<file path="src/rtl/hrs_min_sec_counter_pkg.sv">
// hms_pkg: shared constants and helpers for the hours/minutes/seconds counter.
//   clog2_w      - number of bits needed to hold the values 0..v-1
//   SEC_MAX_DEF  - default seconds terminal value
//   MIN_MAX_DEF  - default minutes terminal value
//   HR_MAX_DEF   - default hours terminal value
package hms_pkg;

    localparam int SEC_MAX_DEF = 9;
    localparam int MIN_MAX_DEF = 9;
    localparam int HR_MAX_DEF  = 15;

    function automatic int clog2_w(input int v);
        int r;
        int x;
        r = 0;
        x = (v > 0) ? v - 1 : 0;
        while (x > 0) begin
            r = r + 1;
            x = x >> 1;
        end
        return r;
    endfunction

endpackage

</file>
<file path="src/rtl/hrs_min_sec_counter_mod_counter.sv">
// mod_counter: modulo-(MAX+1) up-counter with enable and terminal-count output.
// Ports:
//   clk  in   rising-edge clock
//   rst  in   synchronous active-high reset, clears cnt
//   en   in   advance enable
//   cnt  out  registered count, WIDTH bits
//   tc   out  en & (cnt == MAX); used as the carry into the next field
module mod_counter #(
    parameter int WIDTH = 4,
    parameter int MAX   = 9
) (
    input  logic             clk,
    input  logic             rst,
    input  logic             en,
    output logic [WIDTH-1:0] cnt,
    output logic             tc
);

    localparam logic [WIDTH-1:0] MAX_V = WIDTH'(MAX);

    logic [WIDTH-1:0] cnt_q;
    logic [WIDTH-1:0] cnt_d;
    logic             at_max;

    // Exact-equality compare: a value above MAX (only reachable via X-init or
    // force) keeps incrementing until it wraps at 2^WIDTH.
    assign at_max = (cnt_q == MAX_V);

    always_comb begin
        cnt_d = cnt_q;
        if (en) begin
            cnt_d = at_max ? '0 : cnt_q + 1'b1;
        end
    end

    always_ff @(posedge clk) begin
        if (rst) begin
            cnt_q <= '0;
        end else begin
            cnt_q <= cnt_d;
        end
    end

    assign cnt = cnt_q;
    assign tc  = en & at_max;

endmodule

</file>
<file path="src/rtl/hrs_min_sec_counter.sv">
// hrs_min_sec_counter: free-running hours/minutes/seconds time base.
// Seconds advance every clock, minutes on each seconds roll-over, hours on
// each minutes roll-over. Terminal values and field widths are parameters.
// Ports:
//   clk   in   rising-edge clock
//   rst   in   synchronous active-high reset, clears all fields
//   min   out  minutes, O bits, registered
//   sec   out  seconds, O bits, registered
//   hrs   out  hours, P bits, registered
//   wrap  out  (only with HMS_WRAP_PULSE_EN) one-cycle pulse in the cycle the
//              fields read 0:0:0 after a full H:M:N roll-over
// Optional feature macro: HMS_WRAP_PULSE_EN
module hrs_min_sec_counter
    import hms_pkg::*;
#(
    parameter int N = SEC_MAX_DEF,
    parameter int M = MIN_MAX_DEF,
    parameter int O = 4,
    parameter int P = 4,
    parameter int H = HR_MAX_DEF
) (
    input  logic         clk,
    input  logic         rst,
    output logic [O-1:0] min,
    output logic [O-1:0] sec,
    output logic [P-1:0] hrs
`ifdef HMS_WRAP_PULSE_EN
    ,
    output logic         wrap
`endif
);

    if (N < 1 || clog2_w(N + 1) > O) begin : g_bad_n
        $error("hrs_min_sec_counter: N must be >= 1 and fit in O bits");
    end
    if (M < 1 || clog2_w(M + 1) > O) begin : g_bad_m
        $error("hrs_min_sec_counter: M must be >= 1 and fit in O bits");
    end
    if (H < 1 || clog2_w(H + 1) > P) begin : g_bad_h
        $error("hrs_min_sec_counter: H must be >= 1 and fit in P bits");
    end

    logic sec_tc;
    logic min_tc;
    logic hr_tc;

    mod_counter #(.WIDTH(O), .MAX(N)) u_sec (
        .clk (clk),
        .rst (rst),
        .en  (1'b1),
        .cnt (sec),
        .tc  (sec_tc)
    );

    mod_counter #(.WIDTH(O), .MAX(M)) u_min (
        .clk (clk),
        .rst (rst),
        .en  (sec_tc),
        .cnt (min),
        .tc  (min_tc)
    );

    mod_counter #(.WIDTH(P), .MAX(H)) u_hrs (
        .clk (clk),
        .rst (rst),
        .en  (min_tc),
        .cnt (hrs),
        .tc  (hr_tc)
    );

`ifdef HMS_WRAP_PULSE_EN
    logic wrap_q;

    // hr_tc marks the edge that takes H:M:N to 0:0:0, so registering it lines
    // the pulse up with the all-zero cycle.
    always_ff @(posedge clk) begin
        if (rst) begin
            wrap_q <= 1'b0;
        end else begin
            wrap_q <= hr_tc;
        end
    end

    assign wrap = wrap_q;
`else
    logic unused_hr_tc;
    assign unused_hr_tc = hr_tc;
`endif

endmodule

</file>
<file path="config.mk">
export PLATFORM = sky130hd
export DESIGN_NAME = hrs_min_sec_counter
export DESIGN_NICKNAME = d
export VERILOG_FILES = /design/src/rtl/hrs_min_sec_counter_pkg.sv /design/src/rtl/hrs_min_sec_counter_mod_counter.sv /design/src/rtl/hrs_min_sec_counter.sv
export SDC_FILE = /design/constraint.sdc
export NUM_CORES = 1
export LEC_CHECK = 0
export CAP_MARGIN = 5
export CELL_PAD_IN_SITES_DETAIL_PLACEMENT = 1
export CELL_PAD_IN_SITES_GLOBAL_PLACEMENT = 2
export CORE_ASPECT_RATIO = 1.1
export CORE_UTILIZATION = 24
export DETAILED_ROUTE_END_ITERATION = 7
export PLACE_DENSITY_LB_ADDON = 0.1
export SLEW_MARGIN = 20
export SYNTH_ARGS = -nofsm -noshare
export SYNTH_HDL_FRONTEND = slang
export SYNTH_SLANG_ARGS = --single-unit
</file>
<file path="constraint.sdc">
create_clock -name clk -period 1.5 [get_ports clk]
set_input_delay 0.15 -clock clk [delete_from_list [all_inputs] [get_ports clk]]
set_output_delay 0.15 -clock clk [all_outputs]
set_load 0.02 [all_outputs]
</file>
==> results_dict.tcl <==
set metrics [dict create \
    num_cts_buffers 3 \
    hpwlAfterDp_mm 1.287 \
    wl_per_cell_um 13.20 \
    insertion_delay_ps 270 \
    final_cell_count_no_fill 127 \
    leakagePower_nw 0.4699 \
    cts.clk_slew.worst_paths_ps 80 \
    placed_cells 122 \
    postSynth.topFlopCell "sky130_fd_sc_hd__dfxtp_1" \
    core_region_area_um2 2275 \
    post_synth_inst_count 68 \
    floorplan.io_pins 14 \
    layout-area-overhead-vs-synth_pct 57.69 \
    postCtsHoldBufs 0 \
    via_count 619 \
    drt-pass1-iter-count 4 \
    power.density_cell_area_nw_per_um2 667.9 \
    number_of_antenna_repair_diodes 0 \
    max_freq_mhz 679.3 \
    synth_largest_type_area_fraction_pct 41.03 \
    sort_of_element_at_the_start_of_the_critical_path "flop" \
    switchingPower_uw 149.8 \
    rsz0062_at_grt "true" \
    number_of_rows_created_at_floorplan 18 \
    syn_nets 73 \
    drv_cap 0 \
    first_drt_iteration_drcs 5 \
    grt_util_all_layers_pct 14.18 \
    tightest_slew_margin_relative_to_the_limit_pct 79.31 \
    worst-endpoint-required_ps 1710 \
    placement.io_buffers 13 \
    cts.htree.levels 1 \
    switching_share_pct 24.28 \
    layout_min_cycle_time_ps 1472 \
    p_clk_share_pct 33.8 \
    timing.critical_path.fanout_max 6 \
    synth-seq-cells 12 \
    postLayoutCoreUtil_pct 40.59 \
    number_of_enable_flip_flop_cells_after_synthesis 0 \
    cts.path.max_buffers 2 \
    die_wd_um 49.10 \
    worstSetupEndpointType "flop" \
    remaining_drc_errors 0 \
    postSynthAreaPerCell_um2 8.611 \
    netlist.top_cell.by_area "sky130_fd_sc_hd__dfxtp_1" \
    nets 103 \
    worst_r2r_src "u_min.cnt[3]" \
    final.fill_count 290 \
    worst_pin_slew_ps 309.7 \
    antenna_found_initial 0 \
    max_slew_violation_count 0 \
    vdd_drop_max_v 0.0004992 \
    clock_tree_from_tritoncts "yes" \
    synth-seq-area-share_pct 41.03 \
    grt_max_degree 8 \
    outcome "finished clean" \
    routability_driven_placement_congestion_ratio 0.7680 \
    drive_above_1_share_pct 26.80 \
    yosys_warnings 0 \
    ant_nets 0 \
    dieArea_um2 2642 \
    pwr-share-seq_pct 53.6 \
    drt_wl_total_mm 1.676 \
    cts-root-buf "sky130_fd_sc_hd__clkbuf_4" \
    floorplan.initialDensity_pct 25.74 \
    grt_pass1_wl_mm 2.691 \
    postSynth.asyncResetShare_pct 0 \
    totalNegativeSetupSlack_ps 0 \
    cp_data_arrival_time_ps 1680 \
    hp-class "flop to flop" \
    vias_in_the_first_global_route 582 \
    final.period_utilization_pct 98.14 \
    cellInternalPower_uw 467.0 \
    die_h_um 53.81 \
    via_per_inst 4.874 \
    cts_num_sinks 12 \
    hold_path_startpoint "u_hrs.cnt[0]" \
    hold_violations 0 \
    power_frac_comb_pct 12.6 \
    synthTopCellsByArea "sky130_fd_sc_hd__dfxtp_1 41%, sky130_fd_sc_hd__a21oi_1 7.7%, sky130_fd_sc_hd__ha_1 6.4%, sky130_fd_sc_hd__o21ai_0 3.4%, sky130_fd_sc_hd__nand2_1 3.2%" \
    critPathLaunch "u_min.cnt[3]" \
    post_synth_instance_area_um2 585.6 \
    total_power_uw 616.8 \
    yosysUniqueCellTypes 28 \
    final-setup-viol-count 0 \
    clock_skew_ps 4.725 \
    grt_remaining_overflow 0 \
    rrSetupSlack_ps 30 \
    hold_ws_ps 551.5 \
    crit_type "flop to flop" \
]
## layout make-up
class / instances / area (µm²) / area share, %
multi-input cells: 50 / 351.6 / 38.08
repair buffers: 27 / 247.7 / 26.83
flip-flops and latches: 12 / 245.2 / 26.56
well taps: 30 / 37.54 / 4.065
inverters: 4 / 15.01 / 1.626
clock buffers: 4 / 26.28 / 2.846
## registers in the layout, indices dropped and copies added (netlist names)
name	flops
u_hrs.cnt	4
u_min.cnt	4
u_sec.cnt	4
## routing by layer
metal,vias up,part of all wire [%],GRT usage (%)
met5,-,0,0
met4,0,1.3,8.824
met3,4,3.8,2.542
met2,14,51,25.57
met1,297,44,15.71
li1,304,-,-
## cells in the final DEF (no fill, tap or decap), types with 2 or more instances in the layout
cell type	synthesis	routed
sky130_fd_sc_hd__nor2_1	3	3
sky130_fd_sc_hd__nand2_1	5	5
sky130_fd_sc_hd__buf_4	0	13
sky130_fd_sc_hd__o21ai_0	4	4
sky130_fd_sc_hd__dlygate4sd2_1	0	5
sky130_fd_sc_hd__nor3_1	3	3
sky130_fd_sc_hd__and3b_1	2	2
sky130_fd_sc_hd__nand3_1	3	3
sky130_fd_sc_hd__dfxtp_1	12	10
sky130_fd_sc_hd__inv_1	4	3
sky130_fd_sc_hd__dlymetal6s2s_1	0	6
sky130_fd_sc_hd__a21oi_1	9	6
sky130_fd_sc_hd__ha_1	3	2
sky130_fd_sc_hd__clkbuf_4	0	3
sky130_fd_sc_hd__a21oi_2	0	3
sky130_fd_sc_hd__clkdlybuf4s50_1	0	2
## per-stage QoR
stage / setup WS, ps / instance area (µm²)
6_report: 27.91 / 923.4
5_1_grt: -50.06 / 923.4
3_5_place_dp: -15.02 / 850.8
2_1_floorplan: 0.3235 / 596.8
4_1_cts: 3.952 / 878.3
3_3_place_gp: 60.21 / 850.8
## cells by family (layout without fill, tap and decap cells)
group | after synthesis | count (layout) | share of synthesized area, %
adders and majority gates | 3 | 3 | 6.411
and+or+nand+nor | 27 | 27 | 27.78
buffers and inverters | 6 | 35 | 3.846
AOI/OAI and AO/OA | 19 | 19 | 19.45
xor gates and xnor gates | 1 | 1 | 1.496
DFF | 12 | 12 | 41.03
## Yosys cell counts (2+ instances only)
cell type,number
sky130_fd_sc_hd__a21oi_1,9
sky130_fd_sc_hd__and3b_1,2
sky130_fd_sc_hd__clkbuf_1,2
sky130_fd_sc_hd__dfxtp_1,12
sky130_fd_sc_hd__ha_1,3
sky130_fd_sc_hd__inv_1,4
sky130_fd_sc_hd__nand2_1,5
sky130_fd_sc_hd__nand3_1,3
sky130_fd_sc_hd__nor2_1,3
sky130_fd_sc_hd__nor3_1,3
sky130_fd_sc_hd__o21ai_0,4
sky130_fd_sc_hd__or3_1,2
## power by group through the flow
stage	registers [mW]	logic, mW	clock network [mW]
2_1_floorplan	0.350	0.0217	0
3_3_place_gp	0.337	0.0765	0
3_5_place_dp	0.337	0.0772	0
4_1_cts	0.330	0.0750	0.219
5_1_grt	0.332	0.0863	0.235
6_report	0.331	0.0777	0.208
## critical path, stage by stage, from the launching register on
cell	delay, ps
sky130_fd_sc_hd__dfxtp_1	340
sky130_fd_sc_hd__or3b_4	420
sky130_fd_sc_hd__or4_1	500
sky130_fd_sc_hd__a21oi_2	150
## worst paths after layout
kind,end,cells after the start
worst max-delay path,u_hrs.cnt[2],3
worst min-delay path,u_hrs.cnt[0],2
worst max register to register,u_hrs.cnt[2],3
worst min register to register,u_hrs.cnt[0],2
## what timing repair did
action                     CTS  global route
setup endpoints to repair    8            10
pin swaps                    1             2
gates resized for setup      5            13
setup buffers                1             0
No activity file was read; power rests on OpenSTA's default activity.
